===== config.mk =====
export PLATFORM = sky130hd
export DESIGN_NAME = instruction_fetch_controller_flat
export DESIGN_NICKNAME = d
export VERILOG_FILES = /design/src/rtl/instruction_fetch_controller_if.sv /design/src/rtl/instruction_fetch_controller.sv /design/src/flat_wrapper.sv
export SDC_FILE = /design/constraint.sdc
export NUM_CORES = 1
export LEC_CHECK = 0
export ABC_AREA = 0
export BUFFER_PORTS_ARGS = -buffer_cell sky130_fd_sc_hd__buf_2
export CORE_MARGIN = 5
export CORE_UTILIZATION = 40
export CTS_CLUSTER_DIAMETER = 120
export DETAILED_ROUTE_END_ITERATION = 8
export GPL_ROUTABILITY_DRIVEN = 0
export PLACE_DENSITY = 0.58
export SLEW_MARGIN = 20
export SYNTH_ARGS = -nofsm -noshare
export SYNTH_HDL_FRONTEND = slang
export SYNTH_SLANG_ARGS = --single-unit

===== constraint.sdc =====
create_clock -name clk -period 11.5 [get_ports clk]
set_input_delay 2.875 -clock clk [delete_from_list [all_inputs] [get_ports clk]]
set_output_delay 2.875 -clock clk [all_outputs]
set_load 0.02 [all_outputs]

===== src/rtl/instruction_fetch_controller_if.sv =====
// Fetch-to-decode handshake: fetch side is master, decode side is slave.
// The payload is {Out_PC, Out_Instruction}; a transfer occurs on Out_Valid & Out_Ready.
interface instruction_fetch_controller_if;
  logic        Out_Valid;
  logic        Out_Ready;
  logic [31:0] Out_Instruction;
  logic [63:0] Out_PC;

  modport master (output Out_Valid, output Out_Instruction, output Out_PC, input Out_Ready);
  modport slave  (input Out_Valid, input Out_Instruction, input Out_PC, output Out_Ready);
endinterface


===== src/rtl/instruction_fetch_controller.sv =====
// Instruction fetch sequencer: owns the fetch PC, prefetches words into a small FIFO and
// hands them to decode. Optional FETCH_PERF_COUNT_EN adds push and stall counters.
//
// state | meaning
// IDLE  | no fetching; waiting for Fetch_Enable
// FETCH | pushing {fetch_pc, Instruction} whenever the buffer has room
// HALT  | stopped on an illegal fetch address; only Redirect or reset leaves
module instruction_fetch_controller #(
  parameter logic [63:0] RESET_PC  = 64'h0,
  parameter int          MEM_BYTES = 16,
  parameter int          BUF_DEPTH = 2
) (
  input  logic        clk,
  input  logic        reset,
  input  logic        Fetch_Enable,
  output logic [63:0] Init_Address,
  input  logic [31:0] Instruction,
  input  logic        Redirect,
  input  logic [63:0] Redirect_Target,
  output logic        Fault,
`ifdef FETCH_PERF_COUNT_EN
  output logic [31:0] Fetch_Count,
  output logic [31:0] Stall_Count,
`endif
  instruction_fetch_controller_if.master out_if
);

  localparam int PTR_W = $clog2(BUF_DEPTH);
  localparam logic [PTR_W:0] DEPTH_CNT = (PTR_W+1)'(BUF_DEPTH);
  localparam logic [64:0]    MEM_LIMIT = 65'(MEM_BYTES);

  typedef enum logic [1:0] {IDLE, FETCH, HALT} state_t;

  state_t           state;
  logic [63:0]      fetch_pc;
  logic [PTR_W-1:0] rd_ptr;
  logic [PTR_W-1:0] wr_ptr;
  logic [PTR_W:0]   count;
  logic [63:0]      buf_pc    [BUF_DEPTH];
  logic [31:0]      buf_instr [BUF_DEPTH];

  logic pop;
  logic push;
  logic addr_illegal;
  logic has_space;

  // 65-bit add so an address near 2^64 cannot wrap past the range check
  always_comb begin
    addr_illegal = (({1'b0, fetch_pc} + 65'd3) >= MEM_LIMIT) || (fetch_pc[1:0] != 2'b00);
    pop          = out_if.Out_Valid & out_if.Out_Ready;
    has_space    = (count != DEPTH_CNT) || pop;
    push         = (state == FETCH) && Fetch_Enable && !Redirect && !addr_illegal && has_space;
  end

  assign Init_Address           = fetch_pc;
  assign out_if.Out_Valid       = (count != '0);
  assign out_if.Out_Instruction = buf_instr[rd_ptr];
  assign out_if.Out_PC          = buf_pc[rd_ptr];

  always_ff @(posedge clk or negedge reset) begin
    if (!reset) begin
      state    <= IDLE;
      fetch_pc <= RESET_PC;
      Fault    <= 1'b0;
      rd_ptr   <= '0;
      wr_ptr   <= '0;
      count    <= '0;
      for (int i = 0; i < BUF_DEPTH; i++) begin
        buf_pc[i]    <= '0;
        buf_instr[i] <= '0;
      end
    end else if (Redirect) begin
      state    <= Fetch_Enable ? FETCH : IDLE;
      fetch_pc <= Redirect_Target;
      Fault    <= 1'b0;
      rd_ptr   <= '0;
      wr_ptr   <= '0;
      count    <= '0;
    end else begin
      case (state)
        IDLE:    if (Fetch_Enable) state <= FETCH;
        FETCH: begin
          if (!Fetch_Enable) begin
            state <= IDLE;
          end else if (addr_illegal) begin
            state <= HALT;
            Fault <= 1'b1;
          end
        end
        HALT:    state <= HALT;
        default: state <= IDLE;
      endcase

      if (push) begin
        buf_pc[wr_ptr]    <= fetch_pc;
        buf_instr[wr_ptr] <= Instruction;
        wr_ptr            <= wr_ptr + PTR_W'(1);
        fetch_pc          <= fetch_pc + 64'd4;
      end
      if (pop) rd_ptr <= rd_ptr + PTR_W'(1);

      case ({push, pop})
        2'b10:   count <= count + (PTR_W+1)'(1);
        2'b01:   count <= count - (PTR_W+1)'(1);
        default: count <= count;
      endcase
    end
  end

`ifdef FETCH_PERF_COUNT_EN
  // Counters survive Redirect; only reset clears them
  always_ff @(posedge clk or negedge reset) begin
    if (!reset) begin
      Fetch_Count <= '0;
      Stall_Count <= '0;
    end else begin
      if (push) Fetch_Count <= Fetch_Count + 32'd1;
      if (out_if.Out_Valid && !out_if.Out_Ready) Stall_Count <= Stall_Count + 32'd1;
    end
  end
`endif

endmodule

===== src/flat_wrapper.sv =====
// flat-port wrapper written by rule: the top's interface ports become plain ports
module instruction_fetch_controller_flat 
#(
  parameter logic [63:0] RESET_PC  = 64'h0,
  parameter int          MEM_BYTES = 16,
  parameter int          BUF_DEPTH = 2
)
  (clk, reset, Fetch_Enable, Init_Address, Instruction, Redirect, Redirect_Target, Fault, out_if_Out_Valid, out_if_Out_Instruction, out_if_Out_PC, out_if_Out_Ready);
  instruction_fetch_controller_if out_if_i ();
  input  logic clk;
  input  logic reset;
  input  logic Fetch_Enable;
  output logic [63:0] Init_Address;
  input  logic [31:0] Instruction;
  input  logic Redirect;
  input  logic [63:0] Redirect_Target;
  output logic Fault;
  output wire logic [$bits(out_if_i.Out_Valid)-1:0] out_if_Out_Valid;
  output wire logic [$bits(out_if_i.Out_Instruction)-1:0] out_if_Out_Instruction;
  output wire logic [$bits(out_if_i.Out_PC)-1:0] out_if_Out_PC;
  input wire logic [$bits(out_if_i.Out_Ready)-1:0] out_if_Out_Ready;
  assign out_if_Out_Valid = out_if_i.Out_Valid;
  assign out_if_Out_Instruction = out_if_i.Out_Instruction;
  assign out_if_Out_PC = out_if_i.Out_PC;
  assign out_if_i.Out_Ready = out_if_Out_Ready;
  instruction_fetch_controller #(.RESET_PC(RESET_PC), .MEM_BYTES(MEM_BYTES), .BUF_DEPTH(BUF_DEPTH)) u_core (.clk(clk), .reset(reset), .Fetch_Enable(Fetch_Enable), .Init_Address(Init_Address), .Instruction(Instruction), .Redirect(Redirect), .Redirect_Target(Redirect_Target), .Fault(Fault), .out_if(out_if_i));
endmodule

==> summary.md <==
| Metric | Value |
|---|---|
| Status | complete, no violations |
| Grt total ovfl | 0 |
| CTS tree | yes |
| CTS resizes | 0 |
| Tmin final | 5.586 ns |
| 1st-pass router iterations | 5 |
| Switching share of power | 0.2483 |
| Synth Flop Type | dfrtp_1 |
| GRT Util Overall | 0.1772 |
| Hold WC Path Type | reg2reg |
| Mapped Cells | 983 |
| Critical path fanouts, max | 77 |
| Io pins | 263 |
| Critical path data required time | 8.63 ns |
| F_max | 0.1790 GHz |
| DPL Wire Length | 20850 µm |
| Rows | 64 |
| Area delta synth->final | 20.96% |
| Synth top area share | 0.5342 |
| Sequential share of power | 0.474 |
| Top cells by area, synth | dfrtp_1 53%, mux2_2 16%, mux2_4 5.1% |
| Max-cap violations | 0 |
| Cell-internal power | 1579 µW |
| Leak pwr | 0.007363 µW |
| Clk pin slew, worst setup/hold paths | 0.06 ns |
| Post-CTS Setup Bufs | 0 |
| Chip Width | 185.5 µm |
| Global-route met1 utilization | 0.2532 |
| CTS Hold Buffers Added | 0 |
| Count leader, synth | dfrtp_1 |
| Vias in the first global route | 8981 |
| Synth Cell Area | 12320 µm² |
| First-pass GRT wire length | 49770 µm |
| Final period utilization | 0.4857 |
| Crit path kind | reg2out |
| Netlist cell types | 66 |
| Die Span Y | 185.5 µm |
| CTS sink cnt | 263 |
| Final setup vio count | 0 |
| Type of element launching the critical path | flip-flop |
| PwrDens | 141.0 nW/µm² |
| Most Crowded Layer GR | met2 |
| Syn nets | 1085 |
| Setup repair after global routing missed its margin | false |
| CTS Buf Count | 29 |
| Via Count | 8611 |
| Maximum vdd drop | 0.1021 mV |
| Vias per cell | 5.219 |
| Net Sw Power | 521.8 µW |
| DRT antenna net count | 0 |
| Tightest hold margin | 0.4781 ns |
| WL/cell | 18.74 µm |
| Layout cells sized above 1 | 0.4378 |
| Die area | 34410 µm² |
| M3 GR Usage | 0.04084 |
| Final Hold Viols | 0 |
| DRC Markers | 0 |
| Initial DRC Count | 559 |
| Synth cell count leaders | 263 x dfrtp_1, 174 x mux2_2, 65 x and2_1, 64 x nor2b_1, 42 x mux2_4 |
| Diodes inserted | 0 |
| Worst skew pair latency | 0.55 ns |
| Starting density of the core | 0.4038 |
| CTS Root Cell | clkbuf_16 |
| Initial antenna violation count | 2 |
| Nets | 1335 |
| Ys async rst share | 1.000 |
| Final setup TNS | 0 ns |
| Largest area contributor in the netlist | dfrtp_1 |
| Yosys reg bits | 263 |
| Worst Hold Depth | 1 |
| EDFF count, synth | 0 |
| Worst-Margin Slew | 1.069 ns |
| Clk pwr share | 0.447 |
| Crit path DAT | 2.71 ns |
| Slew headroom | 0.2870 |
| Largest net degree at the start of global routing | 156 |
| Register area share after synthesis | 0.5342 |
| IO buf count | 262 |
| Detailed Route WL | 30920 µm |
| Met2 usage | 0.2755 |
| CTS Buffer Depth | 3 |
| Count of warnings emitted by yosys | 0 |
| CP endpoint kind | output pin |
| Core ar. | 30510 µm² |
| # placed instances | 1598 |
| Fin Clk Skew | 0.01544 ns |
| H-tree lvl count | 1 |
| Layout Cells excl Fill | 1650 |
| Syn Area/Cell | 12.53 µm² |
| Final Slew Violations | 0 |
| Logic pwr share | 0.079 |
| Reg2Reg Depth | 12 |
## registers in the layout, indices dropped and copies added, names as in the netlist
| name | cells |
|---|---|
| u_core.buf_pc | 128 |
| u_core.Init_Address | 64 |
| u_core.buf_instr | 64 |
| u_core.count | 2 |
| u_core.state | 2 |
| u_core.Fault | 1 |
| u_core.rd_ptr | 1 |
| u_core.wr_ptr | 1 |
## per-stage QoR
step	utilization	total power (µW)	setup WS, ns	cell area, µm²
3_5_place_dp	0.4562	1180	5.715	13920
6_report	0.4884	2101	5.914	14900
3_3_place_gp	0.4562	1179	5.757	13920
4_1_cts	0.4884	2136	5.840	14900
5_1_grt	0.4884	2191	5.768	14900
2_1_floorplan	-	1088	6.863	12320
## worst max-delay path: stages (launching register included)
cell     delay [ns]
dfrtp_4        0.63
buf_4          0.88
mux2_2         0.44
buf_2          0.16
## per-layer routing
| layer | vias up | part of all wire | routed length [µm] |
|---|---|---|---|
| li1 | 4053 | - | - |
| met5 | - | 0.00068 | 21 |
| met3 | 46 | 0.071 | 2192 |
| met1 | 4238 | 0.45 | 13940 |
| met4 | 4 | 0.024 | 749 |
| met2 | 270 | 0.45 | 14010 |
## cell families after synthesis
family,after synthesis,synth area share
muxes,222,0.2153
DFF,263,0.5342
and+or+nand+nor,344,0.1676
AOI/OAI and AO/OA,73,0.04266
xor gates and xnor gates,17,0.01209
buffers and inverters,63,0.02712
adders and majority gates,1,0.001015
## layout make-up
cell class                 count  area (µm²)
clock buffer                  42       864.6
clock inverter                10       117.6
fill                        2780       15610
inverter                      13       48.80
multi-input combinational    657        5404
sequential                   263        6585
tap                          396       495.5
timing repair buffer         269        1386
## placed cells by master, fill, tap and decap left out, drive strengths merged, types with 4 or more instances in the layout
cell,count
nand2,37
xnor2,7
nor3,26
inv,14
mux2i,4
nand3,24
o21ai,17
nor2b,64
dfrtp,263
a21oi,10
nand4,33
clkinv,6
nor2,25
nor4,23
or2,4
and4,9
a31oi,5
xor2,10
a211oi,7
mux2,218
and2,65
or4,8
buf,269
or3,7
clkbuf,42
and3,8
nand2b,4
## power by group through the flow
stage               combinational [µW]  sequential, µW  clock (µW)
floorplan                         65.7            1020           0
global placement                   168            1010           0
detailed placement                 168            1010           0
CTS                                169             996         972
global route                       183            1000        1010
finish                             166             997         939
## worst paths after layout
path / start / end / slack, ns
max in group asynchronous: reset / u_core.buf_instr[33] / 7.85
worst min-delay path: u_core.buf_pc[69] / u_core.buf_pc[69] / 0.48
worst max-delay path: u_core.rd_ptr / out_if_Out_PC[44] / 5.91
worst min register to register: u_core.buf_pc[69] / u_core.buf_pc[69] / 0.48
min in group asynchronous: reset / u_core.buf_pc[100] / 2.34
worst max register to register: u_core.Init_Address[2] / u_core.buf_instr[7] / 6.22
No activity file was read; power rests on OpenSTA's default activity.
